===== src/rtl/dcache_port_arbiter_pkg.sv =====
// Shared types for the D-cache port arbiter and the MMU that feeds it.
package dcache_port_arbiter_pkg;

    localparam int unsigned XLEN     = 64;
    localparam int unsigned STARVE_W = 8;

    // Arbiter sequencing: one D$ transaction in flight at a time.
    typedef enum logic [1:0] {
        ARB_IDLE  = 2'd0,
        ARB_ISSUE = 2'd1,
        ARB_WAIT  = 2'd2
    } dcache_arb_state_t;

    // Which requester currently owns the D$ port.
    typedef enum logic {
        OWN_LSU  = 1'b0,
        OWN_WALK = 1'b1
    } dcache_owner_t;

    // Page-table entry permission bits as seen by the MMU.
    typedef struct packed {
        logic d;
        logic a;
        logic g;
        logic u;
        logic x;
        logic w;
        logic r;
        logic v;
    } tlb_perm_bits;

    // Page-table walker states.
    typedef enum logic [1:0] {
        MMU_IDLE  = 2'd0,
        MMU_WALK  = 2'd1,
        MMU_FAULT = 2'd2
    } MMU_State;

    // Latched request payload held for the duration of a transaction.
    typedef struct packed {
        logic [XLEN-1:0] addr;
        logic            write;
        logic [XLEN-1:0] wdata;
        dcache_owner_t   owner;
    } dc_req_t;

endpackage


===== src/rtl/dcache_port_arbiter_starve.sv =====
// Saturating count of arbitrations the LSU lost while it was waiting.
module arb_starve_counter
    import dcache_port_arbiter_pkg::*;
#(
    parameter int unsigned STARVE_LIMIT = 8
) (
    input  logic clk,
    input  logic reset,
    input  logic inc,
    input  logic clr,
    output logic at_limit
);

    localparam logic [STARVE_W-1:0] LIMIT = STARVE_LIMIT[STARVE_W-1:0];

    logic [STARVE_W-1:0] cnt_q;
    logic [STARVE_W-1:0] cnt_d;

    // Clear wins over increment; increment stops at the limit.
    always_comb begin
        cnt_d = cnt_q;
        if (clr) begin
            cnt_d = '0;
        end else if (inc && (cnt_q != LIMIT)) begin
            cnt_d = cnt_q + 1'b1;
        end
    end

    assign at_limit = (cnt_q == LIMIT);

    // Counter register.
    always_ff @(posedge clk or posedge reset) begin
        if (reset) begin
            cnt_q <= '0;
        end else begin
            cnt_q <= cnt_d;
        end
    end

endmodule


===== src/rtl/dcache_port_arbiter.sv =====
// Shares the D-cache request port between the LSU and the page-table walker.
// The walker normally wins; the LSU wins once it has lost STARVE_LIMIT times.
module dcache_port_arbiter
    import dcache_port_arbiter_pkg::*;
#(
    parameter int unsigned STARVE_LIMIT = 8
) (
    input  logic            clk,
    input  logic            reset,
    input  logic            lsu_req_valid,
    input  logic [XLEN-1:0] lsu_req_addr,
    input  logic            lsu_req_write,
    input  logic [XLEN-1:0] lsu_req_wdata,
    output logic            lsu_req_ready,
    output logic            lsu_resp_valid,
    output logic [XLEN-1:0] lsu_resp_data,
    input  logic            walk_req,
    input  logic [XLEN-1:0] walk_req_addr,
    output logic            walk_resp_valid,
    output logic [XLEN-1:0] walk_resp_data,
    output logic            dc_req_valid,
    input  logic            dc_req_ready,
    output logic [XLEN-1:0] dc_req_addr,
    output logic            dc_req_write,
    output logic [XLEN-1:0] dc_req_wdata,
    output logic            dc_req_phys,
    input  logic            dc_resp_valid,
    input  logic [XLEN-1:0] dc_resp_data,
    output logic            arb_owner
);

    dcache_arb_state_t state_q, state_d;
    dc_req_t           req_q, req_d;

    logic starve_inc;
    logic starve_clr;
    logic starve_at_limit;
    logic walk_wins;

    arb_starve_counter #(
        .STARVE_LIMIT(STARVE_LIMIT)
    ) u_starve (
        .clk     (clk),
        .reset   (reset),
        .inc     (starve_inc),
        .clr     (starve_clr),
        .at_limit(starve_at_limit)
    );

    // Walker has priority unless the LSU is waiting and has been starved long enough.
    assign walk_wins = walk_req && !(starve_at_limit && lsu_req_valid);

    // Next state, payload capture and all handshake outputs.
    always_comb begin
        state_d         = state_q;
        req_d           = req_q;
        starve_inc      = 1'b0;
        starve_clr      = 1'b0;
        lsu_req_ready   = 1'b0;
        lsu_resp_valid  = 1'b0;
        lsu_resp_data   = '0;
        walk_resp_valid = 1'b0;
        walk_resp_data  = '0;
        dc_req_valid    = 1'b0;

        unique case (state_q)
            ARB_IDLE: begin
                if (!lsu_req_valid) begin
                    starve_clr = 1'b1;
                end
                if (walk_wins) begin
                    req_d.addr  = walk_req_addr;
                    req_d.write = 1'b0;
                    req_d.wdata = '0;
                    req_d.owner = OWN_WALK;
                    starve_inc  = lsu_req_valid;
                    state_d     = ARB_ISSUE;
                end else if (lsu_req_valid) begin
                    req_d.addr    = lsu_req_addr;
                    req_d.write   = lsu_req_write;
                    req_d.wdata   = lsu_req_wdata;
                    req_d.owner   = OWN_LSU;
                    lsu_req_ready = 1'b1;
                    starve_clr    = 1'b1;
                    state_d       = ARB_ISSUE;
                end
            end
            ARB_ISSUE: begin
                // Held until accepted, regardless of what the requester does meanwhile.
                dc_req_valid = 1'b1;
                if (dc_req_ready) begin
                    state_d = ARB_WAIT;
                end
            end
            ARB_WAIT: begin
                if (dc_resp_valid) begin
                    state_d = ARB_IDLE;
                    if (req_q.owner == OWN_LSU) begin
                        lsu_resp_valid = 1'b1;
                        lsu_resp_data  = dc_resp_data;
                    end else if (walk_req) begin
                        // A walker that gave up no longer wants this PTE.
                        walk_resp_valid = 1'b1;
                        walk_resp_data  = dc_resp_data;
                    end
                end
            end
            default: begin
                state_d = ARB_IDLE;
            end
        endcase
    end

    // Request payload is only presented while the request is live.
    assign dc_req_addr  = dc_req_valid ? req_q.addr  : '0;
    assign dc_req_write = dc_req_valid & req_q.write;
    assign dc_req_wdata = dc_req_valid ? req_q.wdata : '0;
    assign dc_req_phys  = dc_req_valid & (req_q.owner == OWN_WALK);
    assign arb_owner    = (state_q != ARB_IDLE) & (req_q.owner == OWN_WALK);

    // State and payload registers.
    always_ff @(posedge clk or posedge reset) begin
        if (reset) begin
            state_q <= ARB_IDLE;
            req_q   <= '0;
        end else begin
            state_q <= state_d;
            req_q   <= req_d;
        end
    end

endmodule


===== config.mk =====
export PLATFORM = sky130hd
export DESIGN_NAME = dcache_port_arbiter
export DESIGN_NICKNAME = d
export VERILOG_FILES = /design/src/rtl/dcache_port_arbiter_pkg.sv /design/src/rtl/dcache_port_arbiter_starve.sv /design/src/rtl/dcache_port_arbiter.sv
export SDC_FILE = /design/constraint.sdc
export NUM_CORES = 1
export LEC_CHECK = 0
export BUFFER_PORTS_ARGS = -buffer_cell sky130_fd_sc_hd__buf_2
export CAP_MARGIN = 20
export CELL_PAD_IN_SITES_DETAIL_PLACEMENT = 1
export CELL_PAD_IN_SITES_GLOBAL_PLACEMENT = 1
export CORE_AREA = 2 2 204 206
export CTS_CLUSTER_SIZE = 25
export DETAILED_ROUTE_END_ITERATION = 7
export DIE_AREA = 0 0 206 208
export GPL_TIMING_DRIVEN = 0
export PLACE_DENSITY = 0.69
export SLEW_MARGIN = 20
export SYNTH_ARGS = -nofsm -noshare
export SYNTH_HDL_FRONTEND = slang
export SYNTH_SLANG_ARGS = --single-unit

===== constraint.sdc =====
create_clock -name clk -period 8.95 [get_ports clk]
set_input_delay 0.895 -clock clk [delete_from_list [all_inputs] [get_ports clk]]
set_output_delay 0.895 -clock clk [all_outputs]
set_load 0.005 [all_outputs]

# Word-level counts from Yosys, hierarchy flattened
# Index checks and enable logic that the tools add are counted.
# W data, S select, Z words.
[totals] reg_bits=140 input_bits=263 output_inout_bits=263 elab_cells=62
[classes] n_addsub=1 n_eq_ne=7 muxes=35 bitwise_logic=3 n_reduce_logical=10
[ops] operator="$mux W64" count=9
[ops] operator="$mux W130" count=2
[ops] operator="$mux W1" count=17
[ops] operator="$mux W8" count=2
[ops] operator="$add A8 B1 Y8 const B" count=1
[ops] operator="$eq A8 B4 Y1 const B" count=1
[ops] operator="$mux W2" count=4
[ops] operator="$ne A8 B4 Y1 const B" count=1
[ops] operator="$pmux W2 S3" count=1
[ops] operator="$reduce_bool A2 Y1" count=3
[ops] operator="$ne A2 B2 Y1 const B" count=2
[ops] operator="$and A1 B1 Y1" count=3
[ops] operator="$logic_and A1 B1 Y1" count=3
[ops] operator="$ne A3 B3 Y1 const B" count=1
[ops] operator="$reduce_and A3 Y1" count=1
[ops] operator="$eq A2 B1 Y1 const B" count=1
[ops] operator="$eq A2 B2 Y1 const B" count=1
[ops] operator="$logic_not A2 Y1" count=1
[ops] operator="$reduce_and A2 Y1" count=1
[ops] operator="$logic_not A1 Y1" count=1

# Longest topological paths before layout
# Gate-level depths: netlist of the first run.
[logic_depth] depth_word=9 ltp_mapped=8 depth_no_buf=6

# Hierarchy
# Synthesis of the first run repeated with hierarchy kept, for this count alone.
[hier_totals] cells_unflattened=707 area_unflattened_um2=7771.2
[by_module_without_submodules] mod="dcache_port_arbiter" n_inst=1 cells_per_inst=660 area_per_inst_um2=7317.0 seq_area_each_um2=3303.2
[by_module_without_submodules] mod="arb_starve_counter" n_inst=1 cells_per_inst=47 area_per_inst_um2=454.2 seq_area_each_um2=200.2

# Worst setup path after synthesis of the first run
# Ideal clock, no wire load.
[synth_timing] kind="input to output" startpoint="input lsu_req_valid" endpoint="output lsu_req_ready" arrival_ns=1.803 required_ns=8.055 path_slack_ns=6.252 path_stages=5 n_path_buf=2 path_cell_list="clkbuf_1 nand4bb_1 o21ai_2 buf_4 and3_1"
[synth_between] elab_chain_cells=5 elab_cells_between_ends=6
[synth_rtl] element="from (decl)" line="dcache_port_arbiter.sv:10" source="input logic lsu_req_valid,"
[synth_rtl] element="$logic_and A1 B1 Y1" line="dcache_port_arbiter.sv:51" source="assign walk_wins = walk_req && !(starve_at_limit && lsu_req_valid);"
[synth_rtl] element="$logic_not A1 Y1" line="dcache_port_arbiter.sv:51"
[synth_rtl] element="$logic_and A1 B1 Y1" line="dcache_port_arbiter.sv:51"
[synth_rtl] element="$mux W1 (*)" line="dcache_port_arbiter.sv:71" source="if (walk_wins) begin"
[synth_rtl] element="$mux W1 (*)" line="dcache_port_arbiter.sv:66" source="unique case (state_q)"
[synth_rtl] element="to (decl)" line="dcache_port_arbiter.sv:14" source="output logic lsu_req_ready,"
# Mark *: on every way between the ends. The rest lies on a longest branch, timed or not.

# Final worst setup path of the first run
[layout_timing] startpoint="register state_q[1]" endpoint="output dc_req_addr[60]"
[layout_between] elab_chain_cells=3
[layout_rtl] element="from (decl)" line="dcache_port_arbiter.sv:32" source="dcache_arb_state_t state_q, state_d;"
[layout_rtl] element="from (signal assigned)" line="dcache_port_arbiter.sv:127" source="state_q <= state_d;"
[layout_rtl] element="$eq A2 B1 Y1" line="dcache_port_arbiter.sv:66"
[layout_rtl] element="$mux W1" line="dcache_port_arbiter.sv:66"
[layout_rtl] element="$mux W64" line="dcache_port_arbiter.sv:115" source="assign dc_req_addr = dc_req_valid ? req_q.addr : '0;"
[layout_rtl] element="to (decl)" line="dcache_port_arbiter.sv:23" source="output logic [XLEN-1:0] dc_req_addr,"
# No other way between the ends.

==> results of run 1 <==
-- cells in the final DEF (no fill, tap or decap), types with 2 or more instances in the layout --
cell type,synthesis,layout
buf_4,3,3
nand3_1,70,70
buf_1,3,3
clkinv_4,0,5
nor3_1,2,2
a21oi_1,131,131
and3_1,2,2
nor2b_1,2,2
clkbuf_1,59,61
nand2_1,205,205
o21ai_0,4,4
inv_8,0,2
inv_1,3,2
or2_2,2,2
and2_1,259,259
bufinv_16,0,2
diode_2,0,6
mux2i_1,2,2
clkbuf_16,0,17
buf_2,14,538
nor2_1,69,69
clkbuf_8,0,2
dfrtp_1,140,140
ha_1,2,2
xnor2_1,2,2
-- final cells by class --
cell class	instances	area, um^2	area share
Multi-Input combinational cell	765	3890	0.333
Sequential cell	140	3500	0.300
Timing Repair Buffer	525	2650	0.227
Tap cell	532	666	0.0570
Clock buffer	21	460	0.0394
Buffer	80	337	0.0288
Clock inverter	11	136	0.0117
Inverter	3	18.8	0.00161
Antenna cell	6	15.0	0.00129
-- worst max path at each step --
stage                  start                 to  slack, ps  cells after the start
2_1_floorplan          reset           req_q[0]       4300                      1
3_3_place_gp           reset         req_q[100]       1950                      2
3_5_place_dp   dc_resp_valid  lsu_resp_data[51]       5250                      7
4_1_cts           state_q[1]    dc_req_addr[52]       4780                      6
5_1_grt           state_q[1]    dc_req_addr[52]       4730                      6
6_report          state_q[1]    dc_req_addr[60]       5080                      6
-- where the power goes --
| group | total, uW | internal (uW) | leakage, uW | switching (uW) |
|---|---|---|---|---|
| sequential | 1030 | 896 | 0.00171 | 131 |
| clock | 747 | 430 | 0.000290 | 318 |
| combinational | 1490 | 569 | 0.00447 | 920 |
-- critical path: stages (launching register included) --
cell	delay [ps]
dfrtp_1	420
nor2b_1	120
clkbuf_1	480
clkbuf_1	660
clkbuf_1	480
and2_1	230
buf_2	120
-- metrics by stage --
stage	util	worst slack, ps	total power, uW
2_1_floorplan	-	4300	1800
5_1_grt	0.288	4730	3530
6_report	0.288	5080	3260
3_3_place_gp	0.272	1950	2520
4_1_cts	0.288	4780	3340
3_5_place_dp	0.273	5250	2570
-- state kept, by name (all words and copies together), names as in the netlist --
name / flops
u_starve.cnt_q: 8
state_q: 2
req_q: 130
-- metal layers --
metal	GRT usage	up-vias	part of all wire
met1	0.210	4381	0.36
met5	0	-	0.00089
li1	-	4248	-
met4	0.0823	6	0.040
met3	0.0572	66	0.067
met2	0.385	347	0.53
-- kinds of logic after synthesis --
| family | Yosys count | synth area share |
|---|---|---|
| AND/OR/NAND/NOR | 617 | 0.400 |
| adder cells (fa/ha/maj) | 2 | 0.00323 |
| XOR/XNOR | 2 | 0.00226 |
| flip-flops | 140 | 0.453 |
| multiplexers | 2 | 0.00259 |
| AO/OA/AOI/OAI | 142 | 0.0944 |
| buffers and inverters | 83 | 0.0449 |
==> flow_summary.yaml, run 1 <==
pwr:
  peakVddDrop_uv: 134
  p_leak_uw: 0.00647
  powerDensity_nw_per_um2: 280
routing:
  drcViolationCount: 0
  viasPerCell: 4.34
  drt_first_pass_iters: 4
  dr_total_vias: 9048
  ant_nets: 0
  drt_wl_total_um: 44800
  drtIter0Drc: 322
  avgRoutedWirePerCell_um: 21.5
place:
  placed_area_um2: 11100
  dp_cells: 2045
  dp_hpwl_um: 35800
  gp_congestion: 0.936
  io_buffers: 524
cts:
  clockBufferDepth: 2
  post-cts-setup-buffers: 0
  cts.sinks: 140
  cts_resized: 0
  root_buffer: "clkbuf_16"
  ctsHoldBuffers: 0
  numCtsBuffers: 17
  cts_tree: "built"
  cts.htree.levels: 4
  clk_pin_slew_worst_paths_ps: 70
  insertion_delay_ps: 440
grt:
  grt_pass1_wl_um: 63300
  grt_pass1_vias: 9624
  grt_usage: 0.205
  grt_overflow: 0
  grt_max_degree: 92
  antenna_found_initial: 11
synth:
  synth_common_cells: "and2_1 (259), nand2_1 (205), dfrtp_1 (140), a21oi_1 (131), nand3_1 (70)"
  yosys.area.top_type_share: 0.453
  ys_types: 33
  ys_warn_count: 0
  synth_most_common_cell: "and2_1"
  synthCells: 988
  yosysTopAreaCell: "dfrtp_1"
  ys_seq_area_frac: 0.453
  ys_ff_latch: 140
  synth_edf_count: 0
  syn_area_um2: 7740
  syn_nets: 1253
  async_flop_share: 1.00
  synthFlopType: "dfrtp_1"
  postSynthAreaPerCell_um2: 7.83
  synth_area_leaders: "dfrtp_1 (45%), and2_1 (21%), nand2_1 (9.9%), a21oi_1 (8.5%), nand3_1 (4.5%)"
critical_path:
  cp-start-kind: "register"
  cp.arrival_ps: 2970
  worstPathMaxFanout: 10
  regToRegSetupSlack_ps: 5920
  critical_path_class: "register to output pin"
  worst_r2r_path_depth: 6
  rr_endpoint: "req_q[91]"
  critPathCaptureType: "output pin"
  crit_required_ps: 8060
  r2r-start: "state_q[1]"
timing:
  grt_setup_unrepaired: "false"
  skew_ps: 9.60
  tns_ps: 0
  slew_headroom: 0.265
  worstMarginPinSlew_ps: 1100
  slew_violations: 0
  post-route-period-util: 0.432
  hold_viol: 0
  finalCriticalPeriod_ps: 3870
  whs_ps: 450
  clock.fmax_mhz: 259
  setup_viol: 0
layout:
  fillers: 5137
  area_growth_pct: 50.8
  drive_gt1_frac: 0.373
  final_nets: 1797
  finalNonFillerCells: 2083
  fin_area_um2: 11700
floorplanning:
  num_rows: 74
  die_w_um: 206
  start_util: 0.191
  die_area_um2: 42800
  fp.dieH_um: 208
  io_pins: 526
  coreArea_um2: 40600
outcome:
  status: "finished, final reports clean"
job:
  max-cap-violations: 0
hold_path:
  hp-class: "input port to async pin"
No activity file was read; power rests on OpenSTA's default activity.
==> inputs of run 2 (changes only) <==
--- a/config.mk
+++ b/config.mk
@@ -5,16 +5,17 @@
 export SDC_FILE = /design/constraint.sdc
 export NUM_CORES = 1
 export LEC_CHECK = 0
+export ABC_AREA = 1
 export BUFFER_PORTS_ARGS = -buffer_cell sky130_fd_sc_hd__buf_2
 export CAP_MARGIN = 20
 export CELL_PAD_IN_SITES_DETAIL_PLACEMENT = 1
 export CELL_PAD_IN_SITES_GLOBAL_PLACEMENT = 1
-export CORE_AREA = 2 2 204 206
+export CORE_AREA = 2 2 205 207
 export CTS_CLUSTER_SIZE = 25
 export DETAILED_ROUTE_END_ITERATION = 7
-export DIE_AREA = 0 0 206 208
+export DIE_AREA = 0 0 207 209
 export GPL_TIMING_DRIVEN = 0
-export PLACE_DENSITY = 0.69
+export PLACE_DENSITY = 0.76
 export SLEW_MARGIN = 20
 export SYNTH_ARGS = -nofsm -noshare
 export SYNTH_HDL_FRONTEND = slang
==> constraint.sdc (replaced) <==
create_clock -name clk -period 3.3 [get_ports clk]
set_input_delay 0.33 -clock clk [delete_from_list [all_inputs] [get_ports clk]]
set_output_delay 0.33 -clock clk [all_outputs]
set_load 0.005 [all_outputs]
==> flow_summary.yaml, run 2 <==
outcome:
  status: "finished, final reports clean"
cts:
  cts_resized: 0
  numCtsBuffers: 17
  post-cts-setup-buffers: 0
  cts.htree.levels: 4
  cts_tree: "built"
  root_buffer: "clkbuf_16"
  clockBufferDepth: 2
  insertion_delay_ps: 450
  clk_pin_slew_worst_paths_ps: 60
  cts.sinks: 140
floorplanning:
  fp.dieH_um: 209
  die_w_um: 207
  io_pins: 526
  coreArea_um2: 41300
  num_rows: 75
  start_util: 0.206
  die_area_um2: 43300
timing:
  worstMarginPinSlew_ps: 847
  setup_viol: 0
  slew_violations: 0
  clock.fmax_mhz: 368
  skew_ps: 19.1
  slew_headroom: 0.435
  whs_ps: 112
  post-route-period-util: 0.824
  tns_ps: 0
  finalCriticalPeriod_ps: 2720
  grt_setup_unrepaired: "false"
  hold_viol: 0
critical_path:
  crit_required_ps: 2970
  cp-start-kind: "register"
  critical_path_class: "register to output pin"
  cp.arrival_ps: 2390
  regToRegSetupSlack_ps: 1180
  worst_r2r_path_depth: 11
  rr_endpoint: "req_q[69]"
  r2r-start: "u_starve.cnt_q[0]"
  critPathCaptureType: "output pin"
  worstPathMaxFanout: 10
synth:
  syn_nets: 1602
  ys_seq_area_frac: 0.412
  synthFlopType: "dfrtp_1"
  synth_area_leaders: "dfrtp_1 (41%), inv_1 (15%), nor2_1 (12%), nand3_1 (12%), nand2_1 (9.4%)"
  ys_warn_count: 0
  ys_ff_latch: 140
  ys_types: 20
  synthCells: 1337
  yosys.area.top_type_share: 0.412
  async_flop_share: 1.00
  synth_most_common_cell: "inv_1"
  yosysTopAreaCell: "dfrtp_1"
  synth_edf_count: 0
  synth_common_cells: "inv_1 (337), nor2_1 (276), nand2_1 (214), nand3_1 (201), dfrtp_1 (140)"
  syn_area_um2: 8510
  postSynthAreaPerCell_um2: 6.37
layout:
  utilization: 0.302
  area_growth_pct: 46.8
  regMostFlops: "req_q"
  multiInputGateArea_um2: 3290
  regArea_um2: 3500
  final_common_cell: "buf_2"
  drive_gt1_frac: 0.327
  largest_reg_flops: 130
  final_cell_mix: "buf_2 (561), inv_1 (336), nor2_1 (276)"
  fillers: 5453
  largest_registers: "req_q x130, u_starve.cnt_q x8, state_q x2"
  finalNonFillerCells: 2442
  final_nets: 2151
hold_path:
  worstHoldStart: "dc_req_ready"
  holdPathStages: 2
  hold_path_end: "state_q[0]"
  hp-class: "input port to register"
routing:
  dr_total_vias: 10300
  viasPerCell: 4.21
  avgRoutedWirePerCell_um: 16.7
  drtIter0Drc: 524
  ant_nets: 0
  drt_first_pass_iters: 6
  drcViolationCount: 0
  drt_wl_total_um: 40700
grt:
  grt_pass1_vias: 10600
  antenna_found_initial: 5
  grt_usage: 0.184
  grt_max_degree: 33
  grt_overflow: 0
  grt_pass1_wl_um: 61800
pwr:
  powerDensity_nw_per_um2: 713
  p_leak_uw: 0.00795
  peakVddDrop_uv: 287
  p_total_uw: 8910
place:
  dp_hpwl_um: 32700
  io_buffers: 525
  gp_congestion: 0.873
  dp_cells: 2405
job:
  max-cap-violations: 0
run 2: cell count changes after synthesis, moves of 3 or more:
| cell | change |
|---|---|
| inv_2 | +4 |
| buf_1 | +3 |
| inv_1 | +334 |
| nand3_1 | +131 |
| nor2_1 | +207 |
| nand2_1 | +9 |
| buf_2 | +22 |
| clkbuf_1 | -37 |
| a21oi_1 | -130 |
| and2_1 | -259 |
| buf_4 | +17 |
| o21ai_0 | +63 |
run 2: through the flow:
| stage | instance area [um^2] | worst slack, ps |
|---|---|---|
| final | 12500 | 582 |
| after detailed placement | 11900 | 932 |
| after floorplan | 8510 | 1220 |
| after CTS | 12500 | 454 |
| after global routing | 12500 | 336 |
| after global placement | 11800 | 104 |
run 2: worst max-delay path by stage:
stage | start | to | slack, ps
floorplan | reset | req_q[0] | 1220
global placement | reset | req_q[82] | 100
detailed placement | state_q[0] | dc_req_wdata[63] | 930
CTS | state_q[0] | dc_req_wdata[63] | 450
global route | state_q[0] | dc_req_wdata[63] | 340
finish | state_q[0] | dc_req_wdata[63] | 580
run 2: cell families after synthesis:
kind of cell,after synthesis,share of synthesized area
and+or+nand+nor,696,0.338
adders and majority gates,2,0.00294
xor gates and xnor gates,2,0.00206
AOI/OAI and AO/OA,71,0.0437
DFF,140,0.412
buffers and inverters,426,0.202
run 2: what timing repair did:
item                                   4_1_cts  5_1_grt
hold buffers                                 1        0
setup endpoints to repair                    0        0
endpoints found under the hold margin       23        0
run 2: final cells by class:
| class | instances | area share |
|---|---|---|
| diodes | 4 | 0.000801 |
| plain buffers | 84 | 0.0349 |
| clock buffers | 20 | 0.0358 |
| clock inverters | 12 | 0.0101 |
| inverters | 342 | 0.103 |
| multi-input cells | 771 | 0.263 |
| flip-flops and latches | 140 | 0.281 |
| well taps | 539 | 0.0540 |
| repair buffers | 530 | 0.218 |
run 2: per-layer routing:
layer	GRT usage	wire [um]	share of wire
met1	0.230	17700	0.44
met2	0.321	20000	0.49
met3	0.0419	2240	0.055
met4	0.0451	757	0.019
met5	0	13	0.00032
run 2: power breakdown:
part	switching, uW	total (uW)	internal (uW)
combinational	2670	4110	1450
sequential	344	2840	2490
clock	876	1960	1080
run 2: worst max-delay path, cell delays in order (launching register included):
cell and delay [ps]:
dfrtp_1 390, inv_2 50, nor2_1 250, clkinv_1 250
clkbuf_1 430, nor2_1 410, buf_2 180
==> inputs of run 3 (changes only) <==
--- a/config.mk
+++ b/config.mk
@@ -10,12 +10,12 @@
 export CAP_MARGIN = 20
 export CELL_PAD_IN_SITES_DETAIL_PLACEMENT = 1
 export CELL_PAD_IN_SITES_GLOBAL_PLACEMENT = 1
-export CORE_AREA = 2 2 205 207
+export CORE_AREA = 2 2 206 208
 export CTS_CLUSTER_SIZE = 25
 export DETAILED_ROUTE_END_ITERATION = 7
-export DIE_AREA = 0 0 207 209
+export DIE_AREA = 0 0 208 210
 export GPL_TIMING_DRIVEN = 0
-export PLACE_DENSITY = 0.76
+export PLACE_DENSITY = 0.73
 export SLEW_MARGIN = 20
 export SYNTH_ARGS = -nofsm -noshare
 export SYNTH_HDL_FRONTEND = slang
==> constraint.sdc (replaced) <==
create_clock -name clk -period 2.8 [get_ports clk]
set_input_delay 0.28 -clock clk [delete_from_list [all_inputs] [get_ports clk]]
set_output_delay 0.28 -clock clk [all_outputs]
set_load 0.005 [all_outputs]
==> flow_summary.yaml, run 3 (synthesized netlist as in run 2, its figures left out) <==
floorplanning:
  num_rows: 75
  io_pins: 526
  fp.dieH_um: 210
  die_w_um: 208
  die_area_um2: 43700
  start_util: 0.205
  coreArea_um2: 41500
place:
  gp_congestion: 0.887
  dp_hpwl_um: 33900
  dp_cells: 2405
  io_buffers: 525
routing:
  drt_first_pass_iters: 5
  dr_total_vias: 10300
  drcViolationCount: 0
  avgRoutedWirePerCell_um: 17.1
  viasPerCell: 4.22
  drt_wl_total_um: 41700
  ant_nets: 0
  drtIter0Drc: 546
critical_path:
  crit_path_top_delay_cell: "dfrtp_1"
  cp.arrival_ps: 2260
  cp_top_family: "buffers and inverters"
  worstPathMaxFanout: 10
  cp-start-kind: "register"
  crit_buf_inv: 5
  crit_required_ps: 2520
  crit_top_cell: "buf_2"
  crit_path_max_incr_delay_ps: 420
  crit_chain: "inv_2, nor2_1, inv_2, buf_2, buf_2, nor2_1, buf_2"
  critPathCaptureType: "output pin"
  critical_path_class: "register to output pin"
layout:
  final_nets: 2151
  regMostFlops: "req_q"
  largest_registers: "req_q x130, u_starve.cnt_q x8, state_q x2"
  largest_reg_flops: 130
  regArea_um2: 3500
  final_cell_mix: "buf_2 (561), inv_1 (336), nor2_1 (275)"
  final_common_cell: "buf_2"
  area_growth_pct: 47.0
  fillers: 5446
  multiInputGateArea_um2: 3290
  finalNonFillerCells: 2439
  utilization: 0.302
  drive_gt1_frac: 0.330
cts:
  root_buffer: "clkbuf_16"
  clk_pin_slew_worst_paths_ps: 70
  clockBufferDepth: 2
  cts.htree.levels: 4
  insertion_delay_ps: 440
  cts_tree: "built"
  numCtsBuffers: 17
  cts.sinks: 140
grt:
  grt_usage: 0.188
  antenna_found_initial: 9
  grt_max_degree: 33
  grt_overflow: 0
  grt_pass1_vias: 10800
  grt_pass1_wl_um: 63000
timing:
  hold_viol: 0
  slew_violations: 0
  finalCriticalPeriod_ps: 2540
  post-route-period-util: 0.907
  skew_ps: 13.0
  setup_viol: 0
  grt_setup_unrepaired: "false"
  clock.fmax_mhz: 394
  worstMarginPinSlew_ps: 661
  slew_headroom: 0.559
pwr:
  peakVddDrop_uv: 361
  powerDensity_nw_per_um2: 847
  p_total_uw: 10600
  p_leak_uw: 0.00796
job:
  max-cap-violations: 0
outcome:
  status: "finished, final reports clean"
hold_path:
  hp-class: "input port to register"
## run 3: metrics by stage
stage / instance area, um^2 / setup TNS, ps / hold slack (ps) / setup WS [ps]
6_report: 12500 / 0 / 47.5 / 261
5_1_grt: 12500 / 0 / 33.8 / 51.2
4_1_cts: 12500 / 0 / 16.2 / 8.93
3_5_place_dp: 11900 / 0 / 392 / 463
3_3_place_gp: 11800 / -46480 / 463 / -349
2_1_floorplan: 8510 / 0 / 375 / 771
## run 3: cell type report
class                   instances  share of cell area
diodes                          2            0.000400
plain buffers                  84              0.0349
clock buffers                  17              0.0340
clock inverters                14              0.0137
inverters                     342               0.103
multi-input cells             771               0.263
flip-flops and latches        140               0.280
well taps                     539              0.0539
repair buffers                530               0.217
## run 3: final timing paths
check,start,endpoint,slack [ps],depth (start not counted)
max in group asynchronous,reset,req_q[54],1510,5
worst min register to register,req_q[77],req_q[77],480,2
worst min-delay path,dc_req_ready,state_q[0],50,2
min in group asynchronous,reset,req_q[112],470,3
worst max register to register,u_starve.cnt_q[0],req_q[69],810,11
worst max-delay path,state_q[0],dc_req_wdata[62],260,7
## run 3: routing by layer
| metal | routed length (um) | vias up | track usage |
|---|---|---|---|
| met5 | 76 | - | 0 |
| met4 | 1130 | 12 | 0.0643 |
| met3 | 2380 | 62 | 0.0450 |
| met2 | 20300 | 347 | 0.321 |
| met1 | 17800 | 4886 | 0.232 |
| li1 | - | 4994 | - |
## run 3: timing repair
item / CTS / global route
hold endpoints to repair: 19 / 0
setup buffers: 0 / 0
setup endpoints to repair: 2 / 19
hold buffers: 1 / 0
resized for setup: 2 / 2
## run 3: report_power, final
| group | internal [uW] | switching [uW] | total (uW) |
|---|---|---|---|
| Combinational | 1710 | 3200 | 4910 |
| Sequential | 2940 | 400 | 3340 |
| Clock | 1400 | 959 | 2360 |
| Total | 6050 | 4560 | 10600 |
